## config.mk

```make
export PLATFORM = sky130hd
export DESIGN_NAME = xc20xx_cfg_loader
export DESIGN_NICKNAME = d
export VERILOG_FILES = /design/src/rtl/xc20xx_cfg_loader_pkg.sv /design/src/rtl/xc20xx_cfg_shreg.sv /design/src/rtl/xc20xx_cfg_loader.sv
export SDC_FILE = /design/constraint.sdc
export NUM_CORES = 1
export LEC_CHECK = 0
export BUFFER_PORTS_ARGS = -buffer_cell sky130_fd_sc_hd__buf_4
export CORE_ASPECT_RATIO = 0.8
export CORE_MARGIN = 1
export CORE_UTILIZATION = 35
export DETAILED_ROUTE_END_ITERATION = 16
export PLACE_DENSITY = 0.51
export SETUP_SLACK_MARGIN = 0.2
export SLEW_MARGIN = 20
export SYNTH_ARGS = -nofsm -noshare
export SYNTH_HDL_FRONTEND = slang
export SYNTH_SLANG_ARGS = --single-unit
```

## constraint.sdc

```tcl
create_clock -name k -period 4.6 [get_ports k]
set_clock_uncertainty 0.05 [all_clocks]
set_input_delay 0 -clock k [delete_from_list [all_inputs] [get_ports k]]
set_output_delay 0 -clock k [all_outputs]
set_load 0.01 [all_outputs]
```

## src/rtl/xc20xx_cfg_loader_pkg.sv

```systemverilog
// Shared definitions for the XC20XX serial configuration loader:
// parser state encoding and fixed bitstream field sizes.
package xc20xx_cfg_loader_pkg;

  typedef enum logic [3:0] {
    S_HUNT,
    S_LEN,
    S_LEN_END,
    S_FSTART,
    S_FDATA,
    S_FSTOP,
    S_POST,
    S_DONE,
    S_ERROR
  } state_t;

  localparam logic [3:0] PREAMBLE_SYNC = 4'b0010;
  localparam int         LEN_W         = 24;
  localparam int         STOP_BITS     = 3;
  localparam int         LEN_END_BITS  = 4;
  localparam int         MIN_ONES      = 4;

endpackage

```

## src/rtl/xc20xx_cfg_shreg.sv

```systemverilog
// MSB-first serial-to-parallel shift register with a bit counter.
// 'last' flags that the next shift completes the word; 'full' that it is complete.
module xc20xx_cfg_shreg #(
  parameter int W = 46
) (
  input  logic         clk,
  input  logic         rst_n,
  input  logic         clr,
  input  logic         shift_en,
  input  logic         bit_in,
  output logic [W-1:0] data,
  output logic         last,
  output logic         full
);

  localparam int CW = $clog2(W + 1);

  logic [CW-1:0] cnt;

  always_ff @(posedge clk or negedge rst_n) begin
    if (!rst_n) begin
      data <= '0;
      cnt  <= '0;
    end else if (clr) begin
      data <= '0;
      cnt  <= '0;
    end else if (shift_en) begin
      data <= {data[W-2:0], bit_in};
      if (!full) cnt <= cnt + CW'(1);
    end
  end

  assign last = (cnt == CW'(W - 1));
  assign full = (cnt == CW'(W));

endmodule

```

## src/rtl/xc20xx_cfg_loader.sv

```systemverilog
// XC20XX bit-serial configuration loader: hunts the preamble, loads the length
// count, checks frame framing and hands each verified frame to the frame writer.
module xc20xx_cfg_loader
  import xc20xx_cfg_loader_pkg::*;
#(
  parameter int FRAME_BITS = 46,
  parameter int NUM_FRAMES = 160,
  parameter int ADDR_W     = 8
) (
  input  logic                  k,
  input  logic                  rst_n,
  input  logic                  din,
  input  logic                  din_valid,
  output logic [FRAME_BITS-1:0] frame_data,
  output logic [ADDR_W-1:0]     frame_addr,
  output logic                  frame_we,
  output logic                  done,
  output logic                  err
);

  localparam int FIDX_W = ADDR_W + 1;

  state_t            state, state_d;
  logic [2:0]        ones_q, ones_d;
  logic [1:0]        sync_q, sync_d;
  logic [1:0]        aux_q, aux_d;
  logic [LEN_W-1:0]  bcnt, bcnt_nxt;
  logic [FIDX_W-1:0] fidx;

  logic [LEN_W-1:0]      len_cnt;
  logic                  len_last, len_full;
  logic [FRAME_BITS-1:0] fr_data;
  logic                  fr_last, fr_full;

  logic len_clr, len_sh, fr_clr, fr_sh, bcnt_clr, bcnt_inc, issue;
  logic len_hit, len_eq, last_frame;

  xc20xx_cfg_shreg #(.W(LEN_W)) u_len (
    .clk      (k),
    .rst_n    (rst_n),
    .clr      (len_clr),
    .shift_en (len_sh),
    .bit_in   (din),
    .data     (len_cnt),
    .last     (len_last),
    .full     (len_full)
  );

  xc20xx_cfg_shreg #(.W(FRAME_BITS)) u_frame (
    .clk      (k),
    .rst_n    (rst_n),
    .clr      (fr_clr),
    .shift_en (fr_sh),
    .bit_in   (din),
    .data     (fr_data),
    .last     (fr_last),
    .full     (fr_full)
  );

  assign bcnt_nxt   = (bcnt == '1) ? bcnt : bcnt + LEN_W'(1);
  // Length compare is meaningless until all 24 length bits are in.
  assign len_hit    = len_full && (bcnt_nxt >= len_cnt);
  assign len_eq     = len_full && (bcnt_nxt == len_cnt);
  assign last_frame = (fidx == FIDX_W'(NUM_FRAMES - 1));

  always_ff @(posedge k or negedge rst_n) begin
    if (!rst_n) begin
      state  <= S_HUNT;
      ones_q <= '0;
      sync_q <= '0;
      aux_q  <= '0;
    end else begin
      state  <= state_d;
      ones_q <= ones_d;
      sync_q <= sync_d;
      aux_q  <= aux_d;
    end
  end

  always_comb begin
    state_d  = state;
    ones_d   = ones_q;
    sync_d   = sync_q;
    aux_d    = aux_q;
    len_clr  = 1'b0;
    len_sh   = 1'b0;
    fr_clr   = 1'b0;
    fr_sh    = 1'b0;
    bcnt_clr = 1'b0;
    bcnt_inc = 1'b0;
    issue    = 1'b0;
    if (din_valid) begin
      bcnt_inc = state inside {S_LEN, S_LEN_END, S_FSTART, S_FDATA, S_FSTOP, S_POST};
      case (state)
        S_HUNT: begin
          if (sync_q == 2'd0) begin
            if (din) ones_d = (ones_q >= 3'(MIN_ONES)) ? ones_q : ones_q + 3'd1;
            else if (ones_q >= 3'(MIN_ONES)) sync_d = 2'd1;
            else ones_d = 3'd0;
          end else if (din == PREAMBLE_SYNC[2'd3 - sync_q]) begin
            if (sync_q == 2'd3) begin
              state_d  = S_LEN;
              sync_d   = 2'd0;
              ones_d   = 3'd0;
              bcnt_clr = 1'b1;
              len_clr  = 1'b1;
            end else begin
              sync_d = sync_q + 2'd1;
            end
          end else begin
            // A mismatching 1 already starts a new run of ones.
            sync_d = 2'd0;
            ones_d = din ? 3'd1 : 3'd0;
          end
        end
        S_LEN: begin
          len_sh = 1'b1;
          if (len_last) begin
            state_d = S_LEN_END;
            aux_d   = 2'd0;
          end
        end
        S_LEN_END: begin
          if (!din || len_hit) state_d = S_ERROR;
          else if (aux_q == 2'(LEN_END_BITS - 1)) state_d = S_FSTART;
          else aux_d = aux_q + 2'd1;
        end
        S_FSTART: begin
          if (din || len_hit) begin
            state_d = S_ERROR;
          end else begin
            state_d = S_FDATA;
            fr_clr  = 1'b1;
          end
        end
        S_FDATA: begin
          fr_sh = 1'b1;
          if (len_hit) begin
            state_d = S_ERROR;
          end else if (fr_last) begin
            state_d = S_FSTOP;
            aux_d   = 2'd0;
          end
        end
        S_FSTOP: begin
          if (!din || !fr_full) begin
            state_d = S_ERROR;
          end else if (aux_q != 2'(STOP_BITS - 1)) begin
            if (len_hit) state_d = S_ERROR;
            else aux_d = aux_q + 2'd1;
          end else if (last_frame && len_eq) begin
            issue   = 1'b1;
            state_d = S_DONE;
          end else if (len_hit) begin
            state_d = S_ERROR;
          end else begin
            issue   = 1'b1;
            state_d = last_frame ? S_POST : S_FSTART;
          end
        end
        S_POST: begin
          if (len_hit) state_d = S_DONE;
        end
        default: ;
      endcase
    end
  end

  always_ff @(posedge k or negedge rst_n) begin
    if (!rst_n) begin
      bcnt <= '0;
    end else if (bcnt_clr) begin
      bcnt <= '0;
    end else if (bcnt_inc) begin
      bcnt <= bcnt_nxt;
    end
  end

  // Frame write port: one pulse per verified frame, index stops at NUM_FRAMES.
  always_ff @(posedge k or negedge rst_n) begin
    if (!rst_n) begin
      frame_we   <= 1'b0;
      frame_addr <= '0;
      frame_data <= '0;
      fidx       <= '0;
    end else begin
      frame_we <= issue;
      if (issue) begin
        frame_addr <= fidx[ADDR_W-1:0];
        frame_data <= fr_data;
        fidx       <= fidx + FIDX_W'(1);
      end
    end
  end

  assign done = (state == S_DONE);
  assign err  = (state == S_ERROR);

endmodule

```

==> key figures <==
Clock network
  – Max H-tree Level: 4
  – Cts bufs inserted: 17
  – Longest Clk Path Bufs: 2
  – Later-pin clock latency in the skew report: 440 ps
  – Clock sinks: 180
  – Reg clk slew, reported paths: 70 ps
  – Root Driver: clkbuf_16
  – TritonCTS clock tree: yes

Route
  – Via density: 5.05
  – WL final: 20,700 um
  – 1st-iter DRT viols: 545
  – Via count: 6,877
  – Antenna violation net count after detailed routing: 0
  – DR DRC count: 0
  – Drt wl/cell: 15.2 um
  – DR pass1 iterations: 5

Power
  – Clock power frac: 0.483
  – PwrDens: 288 nW/um^2
  – Psw: 693 uW
  – Seq pwr share: 0.503
  – Sw Ratio: 0.220
  – Combinational share of power: 0.014
  – Pint: 2.45 mW
  – Leak: 5.15 nW
  – Worst vdd ir: 0.245 mV

Global routing
  – Pin count of the biggest net entering global routing: 111
  – Global Route met3 Usage: 0.0384
  – First-pass GRT wire length: 34,300 um
  – Overall Global Routing Usage: 0.161
  – Busiest layer in global routing: met1
  – Overflow after GRT: 0
  – Vias in the first global route: 6,443
  – GR met2 Demand/Resource: 0.222
  – M1 GR Usage: 0.249
  – Initial antenna violation count: 0

Timing
  – Slew @ Worst Pin: 1120 ps
  – Final-report hold violation count: 0
  – Fmax: 0.238 GHz
  – Final Max Slew Viols: 0
  – Relative slew margins: 0.248
  – Fin crit share: 0.914
  – Setup TNS: 0 ps
  – Unrepaired setup endpoints after global routing: no
  – Hold slack final: 218 ps
  – Tmin final: 4200 ps
  – Setup violators final: 0

Worst hold path
  – Hold WC Path Type: input port to async pin

Finish
  – # diodes: 0
  – Finished Cell Area: 10,900 um^2
  – Nets: 1,041
  – Area Overhead vs Synth: 18.1%
  – Share of cells above drive strength 1: 0.231

Logic synthesis
  – Most common cell in the netlist: nand2_1
  – Share of the synthesized area in the top cell type: 0.488
  – Synthesis warning total: 0
  – Syn_nets: 975
  – Register area share after synthesis: 0.488
  – Netlist Area Pre-Place: 9230 um^2
  – Post-synth top flop: dfrtp_1
  – Mean area per synthesized cell: 9.90 um^2
  – Synth top cells by count: 187 x nand2_1, 180 x dfrtp_1, 62 x a21oi_1, 60 x mux2_2, 41 x o21ai_0
  – Ys async rst share: 1.00
  – #FFs+latches synth: 180
  – Cells after Synth: 933
  – Area contributors post-synth: dfrtp_1 49%, nand2_1 7.6%, mux2_2 7.3%, ha_1 5.1%, a21oi_1 3.4%
  – Yosys top cell by area: dfrtp_1
  – EDFF count, synth: 0
  – Post-synth cell types: 64

Die
  – I/O pin cnt: 61
  – Height of the die: 147 um
  – Chip width: 184 um
  – Initial core utilization: 0.361
  – Core Area: 25,600 um^2
  – Die area: 27,000 um^2
  – Cell Rows: 52

Setup path
  – Crit Path Category: register to register
  – Worst stage delay on the critical path: 440 ps
  – Crit path max fanout: 7
  – Worst setup EP type: register
  – CP arrival: 4470 ps
  – Startpoint Class: register
  – Cell chain of the critical path: and4_1 -> and4_1 -> and4_4 -> nor3_4 -> buf_6 -> nand3_1 -> xnor2_1 -> ha_1 -> a21oi_1 -> o21ai_0 -> a31oi_1 -> o2111ai_1 -> a21o_4 -> buf_4 -> or3_4 -> xnor2_2
  – Most frequent CP cell: and4_1
  – Req. time, crit path: 4870 ps
  – Worst-path cell with the longest stage delay: dfrtp_2

Run
  – MaxCap Viol Count: 0

Placed design
  – Placed Area: 10,100 um^2
  – Number of port buffers: 60
  – HPWL after DPL: 13,500 um
  – RD Place Congestion: 0.834

Outcome
  – Status: finished, final reports clean
## cell type report
type | instances | area [um^2]
Multi-Input combinational cell | 662 | 4390
Clock inverter | 13 | 174
Tap cell | 351 | 439
Clock buffer | 17 | 425
Inverter | 39 | 146
Sequential cell | 180 | 4510
Fill cell | 2522 | 14700
Timing Repair Buffer | 99 | 826
## layer usage
metal,wire length (um),vias up,part of all wire
met1,11100,3364,0.53
li1,-,3388,-
met4,133,0,0.0064
met2,8730,117,0.42
met5,0,-,0
met3,834,8,0.040
## state kept, by name, summed over array words and instances, names as in the netlist
register / count
frame_addr: 8
bcnt: 24
u_len.data: 24
u_frame.cnt: 6
u_frame.data: 46
aux_q: 2
state: 4
frame_data: 46
sync_q: 2
u_len.cnt: 5
fidx: 9
frame_we: 1
ones_q: 3
## path summary, 6_finish.rpt
| path | startpoint | to | slack [ps] | cells past startpoint |
|---|---|---|---|---|
| setup / recovery | bcnt[18] | fidx[6] | 400 | 16 |
| hold / removal | rst_n | frame_addr[5] | 220 | 2 |
| setup reg to reg | bcnt[18] | fidx[6] | 400 | 16 |
| hold reg to reg | fidx[8] | fidx[8] | 420 | 1 |
| max in group asynchronous | rst_n | u_frame.data[42] | 3200 | 3 |
| min in group k | fidx[8] | fidx[8] | 420 | 1 |
## cell families after synthesis
family          synth area share
compound gates             0.139
xor+xnor                  0.0397
fa+ha+maj                 0.0515
buf+inv                   0.0444
flops                      0.488
mux                       0.0732
simple gates               0.165
## repair_timing
action,in CTS,in global routing
endpoints found under the setup margin,100,121
pin swaps,1,9
resized for setup,3,16
gates cloned,0,2
setup buffers,1,8
hold buffers,3,0
hold endpoints to repair,113,0
## metrics by stage
stage / power [mW] / cells / worst slack [ps] / utilization
floorplan: 1.62 / 933 / 518 / -
global placement: 1.66 / 1317 / 176 / 0.395
detailed placement: 1.66 / 1317 / 159 / 0.395
CTS: 3.19 / 1351 / 199 / 0.421
global route: 3.25 / 1361 / 212 / 0.427
finish: 3.14 / 1361 / 396 / 0.427
## placed cells by master (no fill, tap or decap), drive strengths merged, types with 10 or more instances in the layout
cell	n
clkbuf	19
dfrtp	180
nand2	187
a31oi	12
inv	45
a21oi	62
and3	15
nand3	16
o31ai	14
xnor2	22
nand4	15
buf	94
nor3	10
nor2	40
ha	38
xor2	19
o21ai	67
mux2	60
## worst max-delay path, delay by kind of cell (launching register included)
family,cells,cell delay (ps)
and+or+nand+nor,6,1390
AOI/OAI and AO/OA,5,1200
buffers and inverters,2,330
adders and majority gates,1,290
DFF,1,440
xor gates and xnor gates,2,380
## power by group through the flow
stage                     clock [mW]  sequential, mW  combinational (mW)
after floorplan                    0            1.61             0.00472
after global placement             0            1.61              0.0455
after detailed placement           0            1.61              0.0449
after CTS                       1.56            1.58              0.0471
after global routing            1.62            1.58              0.0526
final                           1.52            1.58              0.0442
Note: power is estimated with default switching activity, not from simulation.
